File: src/rtl/uart_tx_framer.sv
// uart_tx_framer: frames a parallel payload into a serial UART bit stream
// (start bit, DATA_WIDTH payload bits LSB first, optional parity, stop bit).
// One frame bit is produced per CLK cycle; TX_OUT is fully registered.
// Optional build macro UART_TX_TWO_STOP_EN adds a second stop bit (STOP2).
// Parity itself is computed outside this block: par_calc_en pulses in START
// with the latched payload/type on par_data/par_typ, and the result returns
// on par_bit in time for the PARITY bit.
module uart_tx_framer #(
  parameter int DATA_WIDTH = 8
) (
  input  logic                  CLK,
  input  logic                  RST,
  input  logic [DATA_WIDTH-1:0] P_DATA,
  input  logic                  Data_Valid,
  input  logic                  PAR_EN,
  input  logic                  PAR_TYP,
  input  logic                  par_bit,
  output logic                  par_calc_en,
  output logic [DATA_WIDTH-1:0] par_data,
  output logic                  par_typ,
  output logic                  TX_OUT,
  output logic                  busy
);

  // Counter is at least one bit wide so DATA_WIDTH=1 still elaborates.
  localparam int CNT_W = (DATA_WIDTH > 1) ? $clog2(DATA_WIDTH) : 1;
  localparam logic [CNT_W-1:0] CNT_LAST = CNT_W'(DATA_WIDTH - 1);
  localparam logic [CNT_W-1:0] CNT_ONE  = CNT_W'(1);
  localparam logic [CNT_W-1:0] CNT_ZERO = CNT_W'(0);

`ifdef UART_TX_TWO_STOP_EN
  typedef enum logic [2:0] {
    IDLE   = 3'd0,
    START  = 3'd1,
    DATA   = 3'd2,
    PARITY = 3'd3,
    STOP   = 3'd4,
    STOP2  = 3'd5
  } state_t;
`else
  typedef enum logic [2:0] {
    IDLE   = 3'd0,
    START  = 3'd1,
    DATA   = 3'd2,
    PARITY = 3'd3,
    STOP   = 3'd4
  } state_t;
`endif

  state_t           state_r;
  logic [CNT_W-1:0] bit_cnt_r;
  logic             par_en_r;

  // Frame sequencer: state, bit counter, latched request and every output
  // are registered here so TX_OUT changes only on the clock edge.
  always_ff @(posedge CLK or negedge RST) begin
    if (!RST) begin
      state_r     <= IDLE;
      bit_cnt_r   <= CNT_ZERO;
      par_en_r    <= 1'b0;
      par_data    <= {DATA_WIDTH{1'b0}};
      par_typ     <= 1'b0;
      par_calc_en <= 1'b0;
      TX_OUT      <= 1'b1;
      busy        <= 1'b0;
    end else begin
      case (state_r)
        IDLE: begin
          if (Data_Valid) begin
            state_r     <= START;
            par_data    <= P_DATA;
            par_en_r    <= PAR_EN;
            par_typ     <= PAR_TYP;
            par_calc_en <= PAR_EN;
            TX_OUT      <= 1'b0;
            busy        <= 1'b1;
          end else begin
            par_calc_en <= 1'b0;
            TX_OUT      <= 1'b1;
            busy        <= 1'b0;
          end
        end
        START: begin
          state_r     <= DATA;
          bit_cnt_r   <= CNT_ZERO;
          par_calc_en <= 1'b0;
          TX_OUT      <= par_data[0];
        end
        DATA: begin
          if (bit_cnt_r == CNT_LAST) begin
            if (par_en_r) begin
              state_r <= PARITY;
              TX_OUT  <= par_bit;
            end else begin
              state_r <= STOP;
              TX_OUT  <= 1'b1;
            end
          end else begin
            bit_cnt_r <= bit_cnt_r + CNT_ONE;
            TX_OUT    <= par_data[bit_cnt_r + CNT_ONE];
          end
        end
        PARITY: begin
          state_r <= STOP;
          TX_OUT  <= 1'b1;
        end
`ifdef UART_TX_TWO_STOP_EN
        STOP: begin
          state_r <= STOP2;
          TX_OUT  <= 1'b1;
        end
        STOP2: begin
          state_r <= IDLE;
          TX_OUT  <= 1'b1;
          busy    <= 1'b0;
        end
`else
        STOP: begin
          state_r <= IDLE;
          TX_OUT  <= 1'b1;
          busy    <= 1'b0;
        end
`endif
        default: begin
          state_r     <= IDLE;
          par_calc_en <= 1'b0;
          TX_OUT      <= 1'b1;
          busy        <= 1'b0;
        end
      endcase
    end
  end

endmodule

File: config.mk
export PLATFORM = sky130hd
export DESIGN_NAME = uart_tx_framer
export DESIGN_NICKNAME = d
export VERILOG_FILES = /design/src/rtl/uart_tx_framer.sv
export SDC_FILE = /design/constraint.sdc
export NUM_CORES = 1
export LEC_CHECK = 0
export ABC_AREA = 1
export BUFFER_PORTS_ARGS = -buffer_cell sky130_fd_sc_hd__buf_2
export CAP_MARGIN = 30
export CORE_MARGIN = 2
export CORE_UTILIZATION = 47
export CTS_BUF_LIST = sky130_fd_sc_hd__clkbuf_8
export CTS_CLUSTER_SIZE = 8
export DETAILED_ROUTE_END_ITERATION = 6
export PLACE_DENSITY = 0.86
export SLEW_MARGIN = 40
export SYNTH_ARGS = -nofsm -noshare
export SYNTH_HDL_FRONTEND = slang
export SYNTH_SLANG_ARGS = --single-unit
File: constraint.sdc
create_clock -name CLK -period 1.2 [get_ports CLK]
set_input_delay 0.12 -clock CLK [delete_from_list [all_inputs] [get_ports CLK]]
set_output_delay 0.12 -clock CLK [all_outputs]
set_load 0.05 [all_outputs]
==> metrics.md, run 1 <==
| Metric | Value |
|---|---|
| Status | `finished with violations` |
| Failing checks | `negative setup slack` |
| Final worst setup slack | `-0.03215 ns` |
| Max VDD drop | `between 1.5 and 2 mV` |
| Tcrit/Tclk final | `1.027` |
| Main combinational cell family by area after synthesis | `simple AND/OR/NAND/NOR gates` |
| Area growth syn-to-layout | `38.12%` |
| H-tree depth | `1` |
| Syn avg cell area | `~8 um^2` |
| RSZ-0062 raised after global routing | `true` |
| DRT antenna net count | `0` |
| Layout Cells excl Fill | `about 180` |
| Skew-Pair Late Insertion Delay | `approximately 0.26 ns` |
| Global route overflow | `0` |
| Yosys cell types | `17` |
| Die area | `roughly 2300 um^2` |
| CTS tree | `yes` |
| Max FO, Critical Path | `4` |
| Hold Vio Cnt, Final | `0` |
| Setup-failing EPs final | `4` |
| Seq/Total Area, Yosys | `0.5359` |
| Simple-Gate Fraction of Synth Area | `0.3361` |
| Clock Path Buffers | `2` |
| Initial core utilization | `0.5097` |
| DRC Markers | `0` |
| Filler Cells Inserted | `~140` |
| Rel. slew slack | `0.7225` |
| Final WL | `between 2000 and 2500 um` |
| Leading area contributor after synthesis | `dfrtp_1` |
| Largest net degree at the start of global routing | `20` |
| Reg clk slew, reported paths | `approximately 0.070 ns` |
| Synth area leaders | `dfrtp_1 51%, nand2_1 22%, nand3_1 5.1%` |
| XOR/XNOR Fraction of Synth Area | `0` |
| Adder-cell area share of the yosys netlist | `0.02813` |
| Worst Tran Pin Value | `roughly 0.42 ns` |
| Mapped Area | `between 800 and 900 um^2` |
| Placed Instances | `168` |
| Commonest non-fill, non-tap cell in the layout | `nand2_1` |
| Min Hold Slack | `0.05232 ns` |
| Min Tclk post-route | `1.232 ns` |
| Post-Syn Instances | `111` |
| PortBufs | `25` |
| # nets final | `around 170` |
| Routed wire length per instance | `about 13 um` |
| Pre-CTS setup slack | `-0.05537 ns` |
| Avg Vias per Cell | `about 5.0` |
| Most frequent cells in the layout | `50 x nand2_1, 25 x buf_2, 18 x dfrtp_1` |
| Number of global-route vias before repair | `slightly above 800` |
| 1st-pass router iterations | `4` |
| Max_cap viols | `0` |
| Storage element area | `476.7 um^2` |
| Crit path arrival time | `about 1.4 ns` |
| Critical path class | `flip-flop to flip-flop` |
| Initial antenna violation count | `0` |
| Clock buffer count from CTS | `3` |
| Root buf cell | `clkbuf_8` |
| Ant diodes | `0` |
| Iter 0 DRT Violations | `22` |
| Die width | `approximately 48 um` |
| Core area | `roughly 1700 um^2` |
| Post-synth top area share | `0.5063` |
| Syn. warnings | `0` |
| Fmax | `0.8116 GHz` |
| Mux share of post-synthesis cell area | `0` |
| Multi-input gate area | `411.6 um^2` |
| Slew Limit Fails | `0` |
| I/O pin total | `26` |
| GRT Total Usage | `0.2256` |
| Layout cells sized above 1 | `0.3867` |
| Row cnt | `15` |
| Endpoint class of the critical path | `flip-flop` |
| Clock Skew | `0.004758 ns` |
| Setup crit start kind | `flip-flop` |
| Die Y | `~48 um` |
| Worst Path Required | `between 1 and 1.5 ns` |
| CTS sink cnt | `19` |
| P per Cell Area | `3346 nW/um^2` |
| Via count | `between 800 and 900` |
| Syn_nets | `between 100 and 150` |
| P_leak | `~0.68 nW` |
| Hold Path Class | `primary input to flip-flop` |
| First-pass GRT wire length | `3360 um` |
| GP Congestion | `0.8569` |
| Register bit count reported by yosys | `19` |
| Compound-Gate Fraction of Synth Area | `0.04079` |
| Placed wire-length estimate | `1475 um` |
==> what timing repair did <==
item / in CTS / in global routing
buffers inserted: 1 / 1
pin swaps: 5 / 2
resized for setup: 9 / 7
hold buffers: 1 / 0
endpoints found under the hold margin: 18 / 0
setup endpoints to repair: 4 / 15
==> flip-flops by register name, summed over array words and instances (netlist names) <==
name         count
TX_OUT           1
state_r          3
bit_cnt_r        3
par_typ          1
par_calc_en      1
par_en_r         1
busy             1
par_data         8
==> power breakdown <==
part	switching, mW	internal [mW]
clock network	0.211	0.228
registers	0.233	0.956
logic	1.66	0.826
==> metal layers <==
layer  vias up  track usage  part of all wire
met3        13      0.04906             0.062
li1        422            -                 -
met5         -            0                 0
met2        56       0.3405              0.51
met4         0       0.1833             0.049
met1       383       0.2758              0.38
==> per-stage QoR <==
step,utilization,total power [mW],cell area (um^2),setup TNS [ns]
after floorplan,-,2.758,904.6,-0.1137
final,0.7039,4.111,1229,-0.09632
after global routing,0.7039,4.399,1229,-0.6650
after detailed placement,0.6358,3.379,1110,-0.1410
after global placement,0.6358,3.306,1110,0
after CTS,0.6882,3.956,1201,-0.03259
==> final timing paths <==
check	start	endpoint	slack, ns	depth (start not counted)
max in group asynchronous	RST	TX_OUT	0.55	2
worst min register to register	par_typ	par_typ	0.47	2
min in group asynchronous	RST	state_r[1]	0.32	2
worst min-delay path	P_DATA[7]	par_data[7]	0.05	3
worst max register to register	bit_cnt_r[0]	bit_cnt_r[0]	-0.03	8
worst max-delay path	bit_cnt_r[0]	bit_cnt_r[0]	-0.03	8
==> logic make-up after synthesis <==
kind of cell             after synthesis
AO/OA/AOI/OAI                          7
adder cells (fa/ha/maj)                2
buffers and inverters                 12
flip-flops                            19
AND/OR/NAND/NOR                       71
==> synthesized netlist by cell type, drive strengths merged <==
library cell	n
nand2	55
dfrtp	18
inv	11
nand3	9
o21ai	5
nor2	4
nor3	3
ha	2
a21oi	1
buf	1
dfstp	1
o22ai	1
==> layout make-up <==
cell class | count | area share
inverter | 11 | 0.03768
tap | 25 | 0.02546
clock buffer | 3 | 0.03360
clock inverter | 1 | 0.003055
timing repair buffer | 36 | 0.1772
sequential | 19 | 0.3880
multi-input combinational | 80 | 0.3350
==> critical path: stages, from the launching register on <==
cell     delay, ns
dfrtp_1       0.42
ha_4          0.19
ha_4          0.16
inv_4         0.06
nand2_4       0.06
nand2_2       0.08
inv_2         0.05
nand2_1       0.05
o21ai_1       0.06
No activity file was read; power rests on OpenSTA's default activity.
==> run 2: changes to the inputs <==
ABC_AREA = 0   (was 1)
CAP_MARGIN = 0   (was 30)
CORE_UTILIZATION = 48   (was 47)
PLACE_DENSITY = 0.87   (was 0.86)
==> metrics.md, run 2 <==
| Metric | Value |
|---|---|
| Status | `finished with violations (unchanged)` |
| Failing checks | `negative setup slack (unchanged)` |
| Skew-Pair Late Insertion Delay | `0.25 ns (was 0.26 ns)` |
| CTS tree | `yes (unchanged)` |
| Final worst setup slack | `-0.2684 ns (was -0.03215 ns)` |
| Wire length on met3 | `71 um (was 137 um)` |
| Syn avg cell area | `12.11 um^2 (was 8.014 um^2)` |
| Register bit count reported by yosys | `19 (unchanged)` |
| Slew Limit Fails | `0 (unchanged)` |
| Ant diodes | `0 (unchanged)` |
| DRT antenna net count | `0 (unchanged)` |
| Area growth syn-to-layout | `48.46% (was 38.12%)` |
| Worst hold path endpoint | `par_data[1] (was par_data[7])` |
| Hold path start | `P_DATA[1] (was P_DATA[7])` |
| Routed wire length per instance | `17.07 um (was 12.65 um)` |
| Max FO, Critical Path | `4 (unchanged)` |
| Endpoint class of the critical path | `flip-flop (unchanged)` |
| GP Congestion | `0.7741 (was 0.8569)` |
| 1st-pass router iterations | `4 (unchanged)` |
| I/O pin total | `26 (unchanged)` |
| Die area | `2310 um^2 (was 2257 um^2)` |
| Mapped Area | `932.1 um^2 (was 889.6 um^2)` |
| Max_cap viols | `0 (unchanged)` |
| Avg Vias per Cell | `5.500 (was 4.994)` |
| Largest net degree at the start of global routing | `20 (unchanged)` |
| Syn. warnings | `0 (unchanged)` |
| PortBufs | `25 (unchanged)` |
| DP Area | `1227 um^2 (was 1110 um^2)` |
| Leading area contributor after synthesis | `dfrtp_1 (unchanged)` |
| DRC Markers | `0 (unchanged)` |
| Hold Vio Cnt, Final | `0 (unchanged)` |
| Tcrit/Tclk final | `1.224 (was 1.027)` |
| Fmax | `0.6810 GHz (was 0.8116 GHz)` |
| Rel. slew slack | `0.7239 (was 0.7225)` |
| Met2 Wirelength | `1358 um (was 1122 um)` |
| Core area | `1783 um^2 (was 1745 um^2)` |
| Commonest non-fill, non-tap cell in the layout | `buf_2 (was nand2_1)` |
| Initial core utilization | `0.5228 (was 0.5097)` |
| Most frequent cell after synthesis | `dfrtp_1 (was nand2_1)` |
| Crit path arrival time | `1.64 ns (was 1.38 ns)` |
| Most frequent cells in the layout | `25 x buf_2, 17 x dfrtp_1, 11 x buf_4 (was 50 x nand2_1, 25 x buf_2, 18 x dfrtp_1)` |
| RSZ-0062 raised after global routing | `true (unchanged)` |
| Biggest regs | `par_data (8), bit_cnt_r (3), state_r (3) (unchanged)` |
| Die Y | `48.07 um (was 47.51 um)` |
| FF-to-FF Start | `bit_cnt_r[0] (unchanged)` |
| Critical path class | `flip-flop to flip-flop (unchanged)` |
| P per Cell Area | `3239 nW/um^2 (was 3346 nW/um^2)` |
| Post-Syn Instances | `77 (was 111)` |
| Top FF cell, synth | `dfrtp_1 (unchanged)` |
| Fin Setup TNS | `-2.131 ns (was -0.09632 ns)` |
| Die width | `48.07 um (was 47.51 um)` |
| Max VDD drop | `2.036 mV (was 1.917 mV)` |
| Util after Layout | `0.7761 (was 0.7039)` |
| Final WL | `2458 um (was 2214 um)` |
| Max reg flops | `8 (unchanged)` |
| Via count | `792 (was 874)` |
| Setup-failing EPs final | `15 (was 4)` |
| Ys async rst share | `1.000 (unchanged)` |
| Power Total | `4.483 mW (was 4.111 mW)` |
| Top cells by count, synth | `18 x dfrtp_1, 13 x mux2_2, 5 x nand2_1, 5 x o21ai_0, 4 x inv_1 (was 52 x nand2_1, 18 x dfrtp_1, 9 x nand3_1)` |
| Initial antenna violation count | `0 (unchanged)` |
| Worst R2R Path Depth | `5 (was 8)` |
| Layout cells sized above 1 | `0.6218 (was 0.3867)` |
| Worst Path Required | `1.37 ns (was 1.35 ns)` |
| Post-synth EDFFs | `0 (unchanged)` |
| CTS sink cnt | `19 (unchanged)` |
| Reg clk slew, reported paths | `0.07 ns (about the same)` |
| Yosys cell types | `29 (was 17)` |
| Final Cell Area | `1384 um^2 (was 1229 um^2)` |
| DR top layer | `met4 (unchanged)` |
| Top reg by flops | `par_data (unchanged)` |
| Seq/Total Area, Yosys | `0.5114 (was 0.5359)` |
| FF-to-FF End | `TX_OUT (was bit_cnt_r[0])` |
| Reg-to-reg slack, setup | `-0.27 ns (was -0.03 ns)` |
| Pre-CTS setup slack | `-0.2438 ns (was -0.05537 ns)` |
| Number of global-route vias before repair | `810 (was 820)` |
| Layout Cells excl Fill | `144 (was 175)` |
| Clock Path Buffers | `2 (unchanged)` |
| Row cnt | `15 (unchanged)` |
| Synth area leaders | `dfrtp_1 48%, mux2_2 16%, dfstp_2 2.8% (was dfrtp_1 51%, nand2_1 22%, nand3_1 5.1%)` |
| Setup crit start kind | `flip-flop (unchanged)` |
| Clock Skew | `0.003977 ns (was 0.004758 ns)` |
| WL met1 | `979 um (was 844 um)` |
| Post-synth top area share | `0.4832 (was 0.5063)` |
| First-pass GRT wire length | `3801 um (was 3360 um)` |
| Hold Path Class | `primary input to flip-flop (unchanged)` |
| Placed Instances | `136 (was 168)` |
| P_leak | `0.6451 nW (was 0.6752 nW)` |
| Min Tclk post-route | `1.468 ns (was 1.232 ns)` |
| # nets final | `136 (was 167)` |
| Placed wire-length estimate | `1553 um (was 1475 um)` |
| Beginning of the critical path | `bit_cnt_r[0] (unchanged)` |
| H-tree depth | `1 (unchanged)` |
| Hold Crit Depth | `2 (was 3)` |
| Syn_nets | `93 (was 127)` |
| Global route overflow | `0 (unchanged)` |
| GRT Total Usage | `0.2541 (was 0.2256)` |
| Clock buffer count from CTS | `3 (unchanged)` |
| Root buf cell | `clkbuf_8 (unchanged)` |
| Min Hold Slack | `0.09073 ns (was 0.05232 ns)` |
| Iter 0 DRT Violations | `10 (was 22)` |
| Worst Tran Pin Value | `0.4141 ns (was 0.4162 ns)` |
-- run 2: cell count changes after synthesis, moves of 3 or more --
cell	delta
nand2_2	-3
nand3_1	-8
inv_2	-3
mux2_2	+13
nand2_1	-47
inv_1	-4
-- run 2: logic make-up after synthesis --
family	count (synthesis)	share of synthesized area
compound gates	20	0.1530
fa+ha+maj	2	0.02684
buf+inv	7	0.03490
flops	19	0.5114
mux	14	0.1812
simple gates	15	0.09263
-- run 2: where the power goes --
part / internal [mW] / leakage (nW) / total, mW / switching [mW]
clock: 0.227 / 0.0269 / 0.434 / 0.207
sequential: 0.960 / 0.231 / 1.22 / 0.257
combinational: 1.21 / 0.388 / 2.83 / 1.62
total: 2.40 / 0.645 / 4.48 / 2.09
-- run 2: what timing repair did --
action	CTS	global route
buffers inserted	4	0
cloned	1	0
endpoints found under the hold margin	18	0
hold buffers	1	0
pin swaps	8	5
setup endpoints to repair	17	17
gates resized for setup	17	5
-- run 2: final cells by class --
class / instances / area, um^2
clock buffer: 3 / 41.29
clock inverter: 1 / 3.754
fill: 116 / 399.1
inverter: 4 / 15.01
multi-input combinational: 51 / 551.8
sequential: 19 / 478.0
tap: 25 / 31.28
timing repair buffer: 41 / 262.8
-- run 2: worst max path at each step --
stage	depth (start not counted)	end	slack (ns)
floorplan	5	TX_OUT	-0.21
finish	5	TX_OUT	-0.27
global route	5	TX_OUT	-0.30
CTS	5	TX_OUT	-0.27
detailed placement	5	TX_OUT	-0.24
global placement	5	TX_OUT	-0.18
-- run 2: layer usage --
layer / vias up / GRT usage
met1: 393 / 0.2919
met2: 25 / 0.4507
met3: 6 / 0.04151
li1: 368 / -
met4: 0 / 0.1297
met5: - / 0
-- run 2: worst max-delay path, cell delays in order (launching register included) --
cell and delay, ns:
dfrtp_2 0.43, ha_4 0.17, ha_4 0.28, mux4_2 0.30, o2111ai_2 0.08, o211ai_1 0.13
==> run 3: changes to the inputs <==
CORE_MARGIN = unset   (was 2)
==> metrics.md, run 3 (synthesis results as in run 2) <==
| Metric | Value |
|---|---|
| Root buf cell | `clkbuf_8 (unchanged)` |
| Die Y | `46.07 um (was 48.07 um)` |
| Avg Vias per Cell | `5.592 (was 5.500)` |
| Layout cells sized above 1 | `0.6311 (was 0.6218)` |
| Worst Path Required | `1.37 ns (about the same)` |
| Final WL | `2511 um (was 2458 um)` |
| Min Hold Slack | `0.08729 ns (was 0.09073 ns)` |
| First-pass GRT wire length | `3795 um (was 3801 um)` |
| Status | `finished with violations (unchanged)` |
| GP Congestion | `0.8071 (was 0.7741)` |
| Storage element area | `478.0 um^2 (unchanged)` |
| Biggest regs | `par_data (8), bit_cnt_r (3), state_r (3) (unchanged)` |
| Area growth syn-to-layout | `54.23% (was 48.46%)` |
| Die width | `46.07 um (was 48.07 um)` |
| Reg clk slew, reported paths | `0.07 ns (about the same)` |
| Via count | `822 (was 792)` |
| Endpoint class of the critical path | `flip-flop (unchanged)` |
| Max VDD drop | `2.198 mV (was 2.036 mV)` |
| Filler Cells Inserted | `116 (unchanged)` |
| CTS sink cnt | `19 (unchanged)` |
| Global route overflow | `0 (unchanged)` |
| Row cnt | `15 (unchanged)` |
| PortBufs | `25 (unchanged)` |
| Top reg by flops | `par_data (unchanged)` |
| Slew Limit Fails | `0 (unchanged)` |
| Most frequent cells in the layout | `25 x buf_2, 17 x dfrtp_1, 12 x buf_4 (was 25 x buf_2, 17 x dfrtp_1, 11 x buf_4)` |
| Clock Path Buffers | `2 (unchanged)` |
| Hold Path Class | `primary input to flip-flop (unchanged)` |
| 1st-pass router iterations | `4 (unchanged)` |
| Initial core utilization | `0.5284 (was 0.5228)` |
| Hold Vio Cnt, Final | `0 (unchanged)` |
| DRC Markers | `0 (unchanged)` |
| Rel. slew slack | `0.7198 (was 0.7239)` |
| CTS tree | `yes (unchanged)` |
| Tcrit/Tclk final | `1.230 (was 1.224)` |
| Number of global-route vias before repair | `872 (was 810)` |
| Setup crit start kind | `flip-flop (unchanged)` |
| Iter 0 DRT Violations | `20 (was 10)` |
| Ant diodes | `0 (unchanged)` |
| Skew-Pair Late Insertion Delay | `0.26 ns (was 0.25 ns)` |
| Clock Skew | `0.001147 ns (was 0.003977 ns)` |
| # nets final | `139 (was 136)` |
| Min Tclk post-route | `1.476 ns (was 1.468 ns)` |
| Layout Cells excl Fill | `147 (was 144)` |
| Setup-failing EPs final | `17 (was 15)` |
| Clock buffer count from CTS | `3 (unchanged)` |
| Max FO, Critical Path | `4 (unchanged)` |
| RSZ-0062 raised after global routing | `true (unchanged)` |
| Initial antenna violation count | `0 (unchanged)` |
| Die area | `2122 um^2 (was 2310 um^2)` |
| Util after Layout | `0.8149 (was 0.7761)` |
| Max_cap viols | `0 (unchanged)` |
| Max reg flops | `8 (unchanged)` |
| Core area | `1764 um^2 (was 1783 um^2)` |
| Placed Instances | `135 (was 136)` |
| GRT Total Usage | `0.2649 (was 0.2541)` |
| Power Total | `4.541 mW (was 4.483 mW)` |
| Final worst setup slack | `-0.2760 ns (was -0.2684 ns)` |
| P_leak | `0.6710 nW (was 0.6451 nW)` |
| Multi-input gate area | `575.6 um^2 (was 551.8 um^2)` |
| H-tree depth | `1 (unchanged)` |
| Crit path arrival time | `1.65 ns (was 1.64 ns)` |
| I/O pin total | `26 (unchanged)` |
| Pre-CTS setup slack | `-0.2345 ns (was -0.2438 ns)` |
| Commonest non-fill, non-tap cell in the layout | `buf_2 (unchanged)` |
| P per Cell Area | `3158 nW/um^2 (was 3239 nW/um^2)` |
| Critical path class | `flip-flop to flip-flop (unchanged)` |
| DRT antenna net count | `0 (unchanged)` |
| Worst Tran Pin Value | `0.4203 ns (was 0.4141 ns)` |
| Routed wire length per instance | `17.08 um (was 17.07 um)` |
| Failing checks | `negative setup slack (unchanged)` |
| Largest net degree at the start of global routing | `20 (unchanged)` |
| Fmax | `0.6775 GHz (was 0.6810 GHz)` |
## run 3: changes by cell type in the layout (fill, tap and decap cells not counted), sizes merged
cell,previous run,this run
buf,40,43
## run 3: per-stage QoR
stage | setup TNS (ns) | instance area [um^2]
final | -2.894 | 1438
after global routing | -3.379 | 1438
after global placement | -1.322 | 1220
after detailed placement | -1.771 | 1220
after floorplan | -2.198 | 985.9
after CTS | -2.131 | 1409
## run 3: final timing paths
check / startpoint / endpoint / slack (ns) / depth (start not counted)
setup / recovery: bit_cnt_r[0] / TX_OUT / -0.28 / 5
hold / removal: P_DATA[2] / par_data[2] / 0.09 / 2
setup reg to reg: bit_cnt_r[0] / TX_OUT / -0.28 / 5
hold reg to reg: par_typ / par_typ / 0.52 / 1
max in group asynchronous: RST / TX_OUT / 0.53 / 2
min in group asynchronous: RST / par_calc_en / 0.35 / 2
## run 3: layer usage
layer | vias up | share of wire | track usage | routed length (um)
li1 | 374 | - | - | -
met1 | 401 | 0.38 | 0.2824 | 954
met2 | 42 | 0.56 | 0.4958 | 1398
met3 | 5 | 0.050 | 0.04314 | 125
met4 | 0 | 0.013 | 0.1294 | 33
met5 | - | 0 | 0 | 0
## run 3: timing repair
item	CTS	global route
hold endpoints to repair	18	0
setup endpoints to repair	17	18
pin swaps	6	8
buffers inserted	4	4
hold buffers	1	0
resized for setup	19	9
cloned	1	0
## run 3: final cells by class
| type | instances | area share |
|---|---|---|
| flip-flops and latches | 19 | 0.3325 |
| repair buffers | 44 | 0.2037 |
| multi-input cells | 51 | 0.4003 |
| well taps | 25 | 0.02176 |
| clock inverters | 1 | 0.002611 |
| clock buffers | 3 | 0.02872 |
| inverters | 4 | 0.01044 |
## run 3: worst max-delay path, stage by stage, from the launching register on
cell and delay, ns:
dfrtp_2 0.44, ha_4 0.17, ha_4 0.27, mux4_2 0.30
o2111ai_2 0.08, o211ai_1 0.13
## run 3: where the power goes
part / switching, mW / internal, mW / leakage (nW)
clock network: 0.210 / 0.228 / 0.0269
registers: 0.250 / 0.959 / 0.231
logic: 1.64 / 1.25 / 0.414
total: 2.10 / 2.44 / 0.671
